<file path="config.mk">
export PLATFORM = sky130hd
export DESIGN_NAME = ntt_io_ctrl
export DESIGN_NICKNAME = d
export VERILOG_FILES = /design/src/rtl/ntt_io_ctrl.sv
export SDC_FILE = /design/constraint.sdc
export NUM_CORES = 1
export LEC_CHECK = 0
export CORE_ASPECT_RATIO = 0.5
export CORE_UTILIZATION = 54
export CTS_BUF_LIST = sky130_fd_sc_hd__clkbuf_4 sky130_fd_sc_hd__clkbuf_8
export DETAILED_ROUTE_END_ITERATION = 8
export PLACE_DENSITY_LB_ADDON = 0.3
export SLEW_MARGIN = 10
export SYNTH_ARGS = -nofsm -noshare
export SYNTH_HDL_FRONTEND = slang
export SYNTH_SLANG_ARGS = --single-unit
</file>
<file path="constraint.sdc">
create_clock -name clk_i -period 7.33 [get_ports clk_i]
set_clock_uncertainty 0.15 [all_clocks]
set_input_delay 1.466 -clock clk_i [delete_from_list [all_inputs] [get_ports clk_i]]
set_output_delay 1.466 -clock clk_i [all_outputs]
set_load 0.01 [all_outputs]
</file>
<file path="src/rtl/ntt_io_ctrl.sv">
// rtl/ntt_io_ctrl.sv - load/unload controller for the NTT/INTT core and its dual-port coefficient RAM
module ntt_io_ctrl #(
    parameter int          N  = 256,
    parameter int          AW = 8,
    parameter int          DW = 24,
    parameter int unsigned Q  = 8380417
) (
    input  logic          clk_i,
    input  logic          rst_ni,
    input  logic          mode_i,
    input  logic [DW-1:0] s_data_i,
    input  logic          s_valid_i,
    output logic          s_ready_o,
    output logic [DW-1:0] m_data_o,
    output logic          m_valid_o,
    input  logic          m_ready_i,
    output logic          m_last_o,
    output logic          ram_sel_o,
    output logic          ram_wren_o,
    output logic [AW-1:0] ram_addr1_o,
    output logic [AW-1:0] ram_addr2_o,
    output logic [DW-1:0] ram_wdata1_o,
    output logic [DW-1:0] ram_wdata2_o,
    input  logic [DW-1:0] ram_rdata1_i,
    input  logic [DW-1:0] ram_rdata2_i,
    output logic          core_start_o,
    output logic          core_ntt_o,
    input  logic          core_done_i,
    output logic          busy_o
);

    localparam int            KW       = AW - 1;
    localparam logic [DW-1:0] Q_W      = DW'(Q);
    localparam logic [AW-1:0] IDX_LAST = AW'(N - 1);
    localparam logic [KW-1:0] K_LAST   = KW'(N / 2 - 1);

    typedef enum logic [2:0] {
        S_IDLE,
        S_LOAD,
        S_START,
        S_RUN,
        S_READ,
        S_DRAIN
    } state_t;

    state_t        state_q, state_d;
    logic [AW-1:0] idx_q;
    logic [DW-1:0] hold_q;
    logic [KW-1:0] k_q;
    logic          inflight_q;
    logic [DW-1:0] fifo_q [4];
    logic [1:0]    wp_q, rp_q;
    logic [2:0]    cnt_q;
    logic [AW-1:0] out_idx_q;

    logic [DW-1:0] red1, red;
    logic          accept, rd_issue, pop, push, rd_room;
    logic [1:0]    wp_nx;

    // Two conditional subtractions cover every 24-bit input since 2^24 < 3Q.
    assign red1 = (s_data_i >= Q_W) ? s_data_i - Q_W : s_data_i;
    assign red  = (red1 >= Q_W) ? red1 - Q_W : red1;

    assign m_valid_o = (cnt_q != 3'd0);
    assign m_data_o  = fifo_q[rp_q];
    assign m_last_o  = m_valid_o && (out_idx_q == IDX_LAST);
    assign pop       = m_valid_o && m_ready_i;
    assign push      = inflight_q;
    assign wp_nx     = wp_q + 2'd1;
    assign accept    = s_valid_i && s_ready_o;
    // A new pair is only issued if both its words are guaranteed a FIFO slot.
    assign rd_room   = (cnt_q + {1'b0, inflight_q, 1'b0}) <= 3'd2;

    always_comb begin
        state_d      = state_q;
        s_ready_o    = 1'b0;
        ram_sel_o    = 1'b1;
        ram_wren_o   = 1'b0;
        ram_addr1_o  = '0;
        ram_addr2_o  = '0;
        ram_wdata1_o = '0;
        ram_wdata2_o = '0;
        core_start_o = 1'b0;
        busy_o       = 1'b1;
        rd_issue     = 1'b0;
        case (state_q)
            S_IDLE: begin
                busy_o    = 1'b0;
                s_ready_o = 1'b1;
                if (s_valid_i) begin
                    state_d = S_LOAD;
                end
            end
            S_LOAD: begin
                s_ready_o = 1'b1;
                if (s_valid_i && idx_q[0]) begin
                    ram_wren_o   = 1'b1;
                    ram_addr1_o  = {idx_q[AW-1:1], 1'b0};
                    ram_addr2_o  = idx_q;
                    ram_wdata1_o = hold_q;
                    ram_wdata2_o = red;
                    if (idx_q == IDX_LAST) begin
                        state_d = S_START;
                    end
                end
            end
            S_START: begin
                ram_sel_o    = 1'b0;
                core_start_o = 1'b1;
                state_d      = S_RUN;
            end
            S_RUN: begin
                ram_sel_o = 1'b0;
                if (core_done_i) begin
                    state_d = S_READ;
                end
            end
            S_READ: begin
                if (rd_room) begin
                    rd_issue    = 1'b1;
                    ram_addr1_o = {k_q, 1'b0};
                    ram_addr2_o = {k_q, 1'b1};
                    if (k_q == K_LAST) begin
                        state_d = S_DRAIN;
                    end
                end
            end
            S_DRAIN: begin
                if (pop && out_idx_q == IDX_LAST) begin
                    state_d = S_IDLE;
                end
            end
            default: state_d = S_IDLE;
        endcase
    end

    always_ff @(posedge clk_i or negedge rst_ni) begin
        if (!rst_ni) begin
            state_q    <= S_IDLE;
            idx_q      <= '0;
            hold_q     <= '0;
            core_ntt_o <= 1'b0;
            k_q        <= '0;
            inflight_q <= 1'b0;
            wp_q       <= '0;
            rp_q       <= '0;
            cnt_q      <= '0;
            out_idx_q  <= '0;
            for (int i = 0; i < 4; i++) begin
                fifo_q[i] <= '0;
            end
        end else begin
            state_q <= state_d;

            if (accept) begin
                if (state_q == S_IDLE) begin
                    core_ntt_o <= mode_i;
                    hold_q     <= red;
                    idx_q      <= AW'(1);
                end else begin
                    if (!idx_q[0]) begin
                        hold_q <= red;
                    end
                    idx_q <= idx_q + AW'(1);
                end
            end

            if (state_q == S_RUN && core_done_i) begin
                k_q       <= '0;
                out_idx_q <= '0;
            end else begin
                if (rd_issue) begin
                    k_q <= k_q + KW'(1);
                end
                if (pop) begin
                    out_idx_q <= out_idx_q + AW'(1);
                end
            end

            inflight_q <= rd_issue;

            // Read data returns one cycle after the address; even word goes in first.
            if (push) begin
                fifo_q[wp_q]  <= ram_rdata1_i;
                fifo_q[wp_nx] <= ram_rdata2_i;
                wp_q          <= wp_q + 2'd2;
            end
            if (pop) begin
                rp_q <= rp_q + 2'd1;
            end
            cnt_q <= cnt_q + (push ? 3'd2 : 3'd0) - (pop ? 3'd1 : 3'd0);
        end
    end

endmodule
</file>
# Word-level counts from Yosys, hierarchy flattened
# Cells that the tools add are included.
# totals
register_bits	155
latchBits	0
mem_bits_rw	0
romBits	0
in_bits	78
output_inout_bits	96
word_cells	115
mem_count	0
# op_classes
addsub	11
n_mul	0
div	0
magnitude_cmp	8
n_eq_ne	16
n_shift	0
muxes	46
bitwise	3
reduce_logical	17
# ops
op	count
$mux 24	12
$bwmux 96	2
$demux 24 s2	2
$mux 8	7
$bmux 24 s2	1
$ge 24x23->1 const B	2
$sub 24x23->24 const B	2
$pmux 8 s2	2
$mux 3	7
$pmux 3 s6	1
$add 8x1->8 const B	2
$eq 8x8->1 const B	2
$mux 7	2
$ne 2x2->1 const B	7
$ge 3x3->1 const B	3
$mux 1	9
$not 2->3	3
$logic_and 1x1->1	8
$add 7x1->7 const B	1
$eq 7x7->1 const B	1
$reduce_and 7->1	1
$add 3x2->3	2
$eq 3x2->1 const B	2
$eq 3x3->1 const B	2
other kinds (13)	18

# Longest topological paths before layout
# Gate-level depths: netlist of the first run.
# depth
depth_word	7
mapped_depth	16
mapped_depth_nobuf	13

# Worst setup path before layout of the first run
# OpenSTA, ideal clock, no wires.
# synth_timing
kind	input to output
from	in s_data_i[0]
to	out ram_wdata2_o[6]
t_arrival_ns	5.145
required_time_ns	5.714
slack_ns	0.569
cell_stages	15
n_path_buf	3
cell_sequence	clkbuf_1 inv_1 ha_1 or3b_2 or4b_4 buf_6 a21o_1 buf_6 o21ai_0 ha_1 nand3_2 or3_4 a21o_1 and4_4 nor3_1
# synth_via
elab_chain_len	6
elab_cells_between_ends	8
classes_between	add/sub: 2; order compare: 2; mux: 4
# synth_rtl
element	line_no	source
start: declaration	11	input logic [DW-1:0] s_data_i,
$sub 24x23->24 / $ge 24x23->1 (equally long branches)	61	assign red1 = (s_data_i >= Q_W) ? s_data_i - Q_W : s_data_i;
$mux 24 (*)	61	
$sub 24x23->24 / $ge 24x23->1 (equally long branches)	62	assign red = (red1 >= Q_W) ? red1 - Q_W : red1;
$mux 24 (*)	62	
$mux 24 (*)	96	if (s_valid_i && idx_q[0]) begin
$mux 24 (*)	86	case (state_q)
end: declaration	23	output logic [DW-1:0] ram_wdata2_o,
# Every way passes the cells marked *; elsewhere a longest branch is shown, timed or not.

# Worst setup path in the final report of the first run
# layout_timing
from	in s_data_i[1]
to	out ram_wdata2_o[1]
# Same word-level chain as after synthesis.

==> results of run 1 <==
worst paths after layout:
path / start / endpoint / slack [ns] / depth (start not counted)
max: s_data_i[1] / ram_wdata2_o[1] / 0.14 / 15
min: hold_q[3] / hold_q[3] / 0.33 / 2
max reg2reg: inflight_q / k_q[5] / 4.44 / 10
min reg2reg: hold_q[3] / hold_q[3] / 0.33 / 2
max in group asynchronous: rst_ni / rp_q[0] / 4.76 / 2
min in group asynchronous: rst_ni / fifo_q[83] / 0.93 / 1
cell type report:
cell class,instances,area (sq um)
clock inverter,15,155
timing repair buffer,211,2030
clock buffer,17,234
inverter,14,52.6
fill,1167,4420
tap,204,255
multi-input combinational,676,4540
sequential,154,3850
timing repair:
| action | 4_1_cts | 5_1_grt |
|---|---|---|
| endpoints found under the setup margin | 1 | 11 |
| endpoints found under the hold margin | 0 | 0 |
| resized for setup | 1 | 14 |
| pin swaps | 0 | 5 |
power by group:
group	total [uW]	internal [uW]	switching, uW
registers	1540	1250	298
clock network	635	281	354
logic	1610	921	688
layer usage:
metal / up-vias / wire [um]
met2: 232 / 10900
li1: 3473 / -
met3: 23 / 1270
met1: 3619 / 9440
met4: 0 / 195
met5: - / 0
worst max-delay path, stage by stage:
cell and delay (ns):
clkdlybuf4s50_1 0.42, inv_1 0.08, ha_1 0.15, or3b_2 0.46
or4b_4 0.58, a21o_1 0.20, buf_4 0.19, a211oi_4 0.24
buf_4 0.16, and4b_1 0.18, and3_1 0.19, o21a_1 0.17
mux2_2 0.37, nor2_1 0.14, clkdlybuf4s50_1 0.56
cells in the mapped netlist, types with 11 or more instances:
master	n	area, sq um
o31ai_1	11	82.6
mux2_2	52	586
inv_1	14	52.6
nand3_1	14	70.1
and2_1	32	200
dfrtp_1	154	3850
ha_1	11	138
nor3_1	18	90.1
mux4_2	24	541
clkbuf_1	38	143
xor2_1	23	201
or3_1	11	68.8
xnor2_1	22	193
a21oi_1	20	100
nor2_1	67	251
nand2_1	217	815
o21ai_0	31	155
state kept, by name, summed over array words and instances (netlist names):
register,count
wp_q,1
hold_q,24
out_idx_q,8
core_ntt_o,1
inflight_q,1
k_q,7
cnt_q,3
fifo_q,96
rp_q,2
state_q,3
idx_q,8
through the flow:
step / std cells / setup WS (ns) / total power (uW) / util, % / instance area [sq um]
floorplan: 902 / 0.569 / 2450 / - / 8660
global placement: 1259 / 0.128 / 3100 / 68.7 / 10700
detailed placement: 1259 / -0.00680 / 3170 / 68.7 / 10700
CTS: 1291 / 0.0202 / 3820 / 71.2 / 11100
global route: 1291 / -0.00506 / 4050 / 71.6 / 11100
finish: 1291 / 0.142 / 3790 / 71.6 / 11100
cells by family after synthesis:
group / count (synthesis) / synth area share [%]
AOI/OAI and AO/OA: 112 / 8.74
xor gates and xnor gates: 45 / 4.55
adders and majority gates: 11 / 1.59
buffers and inverters: 72 / 3.83
DFF: 154 / 44.5
muxes: 79 / 13.3
other: 1 / 0.0433
and+or+nand+nor: 428 / 23.4
==> run summary, run 1 <==
status = complete, no violations
Power Density = 341 mW/mm^2
CTS tree = yes
Vias = 7347
Crit. End Element = output port
required time of the critical path = 5.71 ns
Post-Synthesis Cells = 902
vias in the first global route = 7272
Root Driver = clkbuf_8
CTS max path bufs = 2
Final setup viols = 0
die area = 0.0166 sq mm
critical path peak fanout = 10
CTS H-Tree Depth = 4
WHS = 0.331 ns
Final nets = 1163
TritonCTS buffer count = 17
critical path data arrival time = 5.57 ns
peak supply drop = 0.141 mV
Via density = 5.69
Final Cycle Share = 98.1%
Placer Congestion = 0.990
post-CTS setup repair buffer count = 0
largest net degree at the start of global routing = 97
Period minus WS final = 7.19 ns
gr busiest metal = met2
initial antenna violation count = 0
kind of critical path = primary input to output port
Max Slew Vio Count = 0
most frequent cells in the layout = nand2_1 (216), clkdlybuf4s50_1 (166), dfrtp_1 (153)
# diodes = 0
residual DRC count = 0
io pins = 174
Hold Crit Class = register to register
Port Buf Inserts = 172
TritonRoute pass-1 iters = 4
Die Wd = 181 um
drt total wl = 21.8 mm
hpwl dp = 15.5 mm
CTS sink cnt = 154
synthesis-to-layout area growth = 28.3%
Rel. slew slack = 18.0%
GR Util met3 = 3.53%
Synth warnings = 0
Seq/Total Area, Yosys = 44.5%
max frequency = 139 MHz
endpoints failing hold = 0
Avg Inst Size Synth = 9.60 sq um
commonest non-fill, non-tap cell in the layout = nand2_1
clock-pin slew on the worst setup and hold paths = 0.08 ns
first-pass GRT wire length = 36.1 mm
cts hold-fix bufs = 0
EDFF count, synth = 0
Yosys cell types = 74
RSZ-0062 raised after global routing = yes
DRT antenna net count = 0
Wirelength per Cell = 16.9 um
clk_lat worst skew = 0.44 ns
fraction of registers with async set/reset = 100%
M2 GR Usage = 47.3%
Iteration-0 DRC Markers = 540
startpoint types = primary input
DIE HEIGHT = 91.6 um
Overflow after GRT = 0
max_cap viols = 0
Core Region = 0.0155 sq mm
met1 usage = 36.0%
Starting Density = 55.8%
synthesized area = 0.00866 sq mm
Worst-Margin Slew = 1.23 ns
top_reg_cell synth = dfrtp_1
Yosys reg bits = 154
syn_nets = 991
fraction of layout cells with a size suffix above 1 = 16.5%
Leak Pwr = 0.00479 uW
setup tns final = 0 ns
GRT Overall Usage = 27.1%
row cnt = 32
(Power assumes the default switching activity.)
==> inputs of run 2 (changes only) <==
--- a/config.mk
+++ b/config.mk
@@ -5,8 +5,10 @@
 export SDC_FILE = /design/constraint.sdc
 export NUM_CORES = 1
 export LEC_CHECK = 0
+export CELL_PAD_IN_SITES_DETAIL_PLACEMENT = 0
+export CELL_PAD_IN_SITES_GLOBAL_PLACEMENT = 1
 export CORE_ASPECT_RATIO = 0.5
-export CORE_UTILIZATION = 54
+export CORE_UTILIZATION = 41
 export CTS_BUF_LIST = sky130_fd_sc_hd__clkbuf_4 sky130_fd_sc_hd__clkbuf_8
 export DETAILED_ROUTE_END_ITERATION = 8
 export PLACE_DENSITY_LB_ADDON = 0.3
==> run summary, run 2 (synthesis results as in run 1) <==
die area = 0.0217 sq mm (+31%)
first-pass GRT wire length = 37.2 mm (+2.9%)
critical path's largest stage delay = 0.60 ns (+0.02 ns)
startpoint types = primary input
row cnt = 37 (+16%)
Power Density = 333 mW/mm^2 (-2.3%)
peak supply drop = 0.126 mV (-11%)
crit path cell chain = clkdlybuf4s50_1, inv_1, ha_1, or3b_2, or4b_4, a21o_4, nand2_1, o21ai_1, buf_4, ha_1, or3_4, a21oi_4, nor3b_1, nor3_1, clkdlybuf4s50_1
CP top delay family = simple AND/OR/NAND/NOR gates
critical path peak fanout = 9 (-1)
Final nets = 1174 (+0.95%)
# diodes = 0 (unchanged)
Setup WS post-layout = 0.116 ns (-0.0265 ns)
clk_lat worst skew = 0.45 ns (about the same)
Period minus WS final = 7.21 ns (+0.0265 ns)
Leak Pwr = 0.00503 uW (+5.0%)
Vias = 7293 (-0.73%)
fraction of layout cells with a size suffix above 1 = 17.7% (+1.2 points)
DRT antenna net count = 0 (unchanged)
Worst-Margin Slew = 1.10 ns (-0.132 ns)
DIE HEIGHT = 105 um (+14%)
CTS tree = yes
setup tns final = 0 ns (unchanged)
reg2reg path depth = 10 (unchanged)
cts hold-fix bufs = 0 (unchanged)
TritonCTS buffer count = 17 (unchanged)
Wirelength per Cell = 16.8 um (-0.68%)
WHS = 0.325 ns (-0.00560 ns)
residual DRC count = 0 (unchanged)
Core Region = 0.0206 sq mm (+33%)
RSZ-0062 raised after global routing = yes
Final Cycle Share = 98.4% (+0.36 points)
TritonRoute pass-1 iters = 7 (+3)
Place WS = 0.0283 ns (+0.0351 ns)
io pins = 174 (unchanged)
Iteration-0 DRC Markers = 508 (-5.9%)
Crit. End Element = output port
Rel. slew slack = 27.0% (+9.0 points)
status = complete, no violations
Root Driver = clkbuf_8
required time of the critical path = 5.71 ns (about the same)
Tot Pwr = 3770 uW (-0.38%)
Starting Density = 42.0% (-14 points)
Via density = 5.32 (-6.5%)
critical path data arrival time = 5.60 ns (+0.03 ns)
most frequent cells in the layout = nand2_1 (216), clkdlybuf4s50_1 (155), dfrtp_1 (153)
placed cell count = 1334 (+6.0%)
Overflow after GRT = 0 (unchanged)
commonest non-fill, non-tap cell in the layout = nand2_1
CP max-delay cell = clkdlybuf4s50_1
GRT Overall Usage = 21.4% (-5.7 points)
fin cells = 1371 (+6.2%)
Hold Crit Class = register to register
max frequency = 139 MHz (-0.37%)
Hold Path Cell Cnt = 2 (unchanged)
Placer Congestion = 0.915 (-7.6%)
CP bufs+invs = 4 (-1)
endpoints failing hold = 0 (unchanged)
most flop-heavy register = fifo_q
Final setup viols = 0 (unchanged)
CTS H-Tree Depth = 4 (unchanged)
clock-pin slew on the worst setup and hold paths = 0.08 ns (about the same)
drt total wl = 23.0 mm (+5.5%)
Die Wd = 208 um (+15%)
hpwl dp = 16.2 mm (+4.9%)
initial antenna violation count = 0 (unchanged)
Regs by FF count = fifo_q: 96 flops, hold_q: 24 flops
CTS max path bufs = 2 (unchanged)
synthesis-to-layout area growth = 30.8%
Max Slew Vio Count = 0 (unchanged)
Worst path depth = 15 (unchanged)
kind of critical path = primary input to output port
largest net degree at the start of global routing = 104 (+7.2%)
max FFs per register = 96 (unchanged)
max_cap viols = 0 (unchanged)
Port Buf Inserts = 172 (unchanged)
CTS sink cnt = 154 (unchanged)
vias in the first global route = 7260 (-0.17%)
==> run 2: metal layers <==
| metal | track usage (%) | share of wire, % |
|---|---|---|
| met5 | 0 | 0 |
| met3 | 3.52 | 3.9 |
| met4 | 5.76 | 0.95 |
| met2 | 35.6 | 48 |
| met1 | 29.0 | 47 |
==> run 2: worst reg2reg max path: cells and delay by family (launching register included) <==
kind / cells / cell delay, ns
and+or+nand+nor: 6 / 1.41
DFF: 1 / 0.47
adders and majority gates: 1 / 0.32
AOI/OAI and AO/OA: 1 / 0.14
xor gates and xnor gates: 1 / 0.14
buffers and inverters: 1 / 0.12
==> run 2: report_power, final <==
| group | switching (uW) | internal, uW |
|---|---|---|
| logic | 698 | 921 |
| clock network | 333 | 294 |
| registers | 281 | 1250 |
| total | 1310 | 2460 |
==> run 2: repair_timing <==
action                     4_1_cts  5_1_grt
gates resized for setup          0       32
setup endpoints to repair        0       23
setup buffers                    0        5
==> run 2: metrics by stage <==
step	instance area (sq um)	util (%)
finish	11300	54.9
detailed placement	10800	52.3
global route	11300	54.9
CTS	11200	54.2
floorplan	8660	-
global placement	10800	52.3
==> run 2: final timing paths <==
check	start	end	slack, ns
setup / recovery	s_data_i[1]	ram_wdata2_o[13]	0.12
hold / removal	fifo_q[65]	fifo_q[65]	0.33
setup reg to reg	inflight_q	k_q[5]	4.40
hold reg to reg	fifo_q[65]	fifo_q[65]	0.33
max in group asynchronous	rst_ni	fifo_q[45]	4.76
min in group asynchronous	rst_ni	fifo_q[13]	0.98
==> run 2: cell type report <==
cell class,instances,area (sq um)
fill,1888,9320
multi-input combinational,676,4560
sequential,154,3850
timing repair buffer,222,2140
tap,273,342
clock buffer,20,269
clock inverter,12,114
inverter,14,52.6
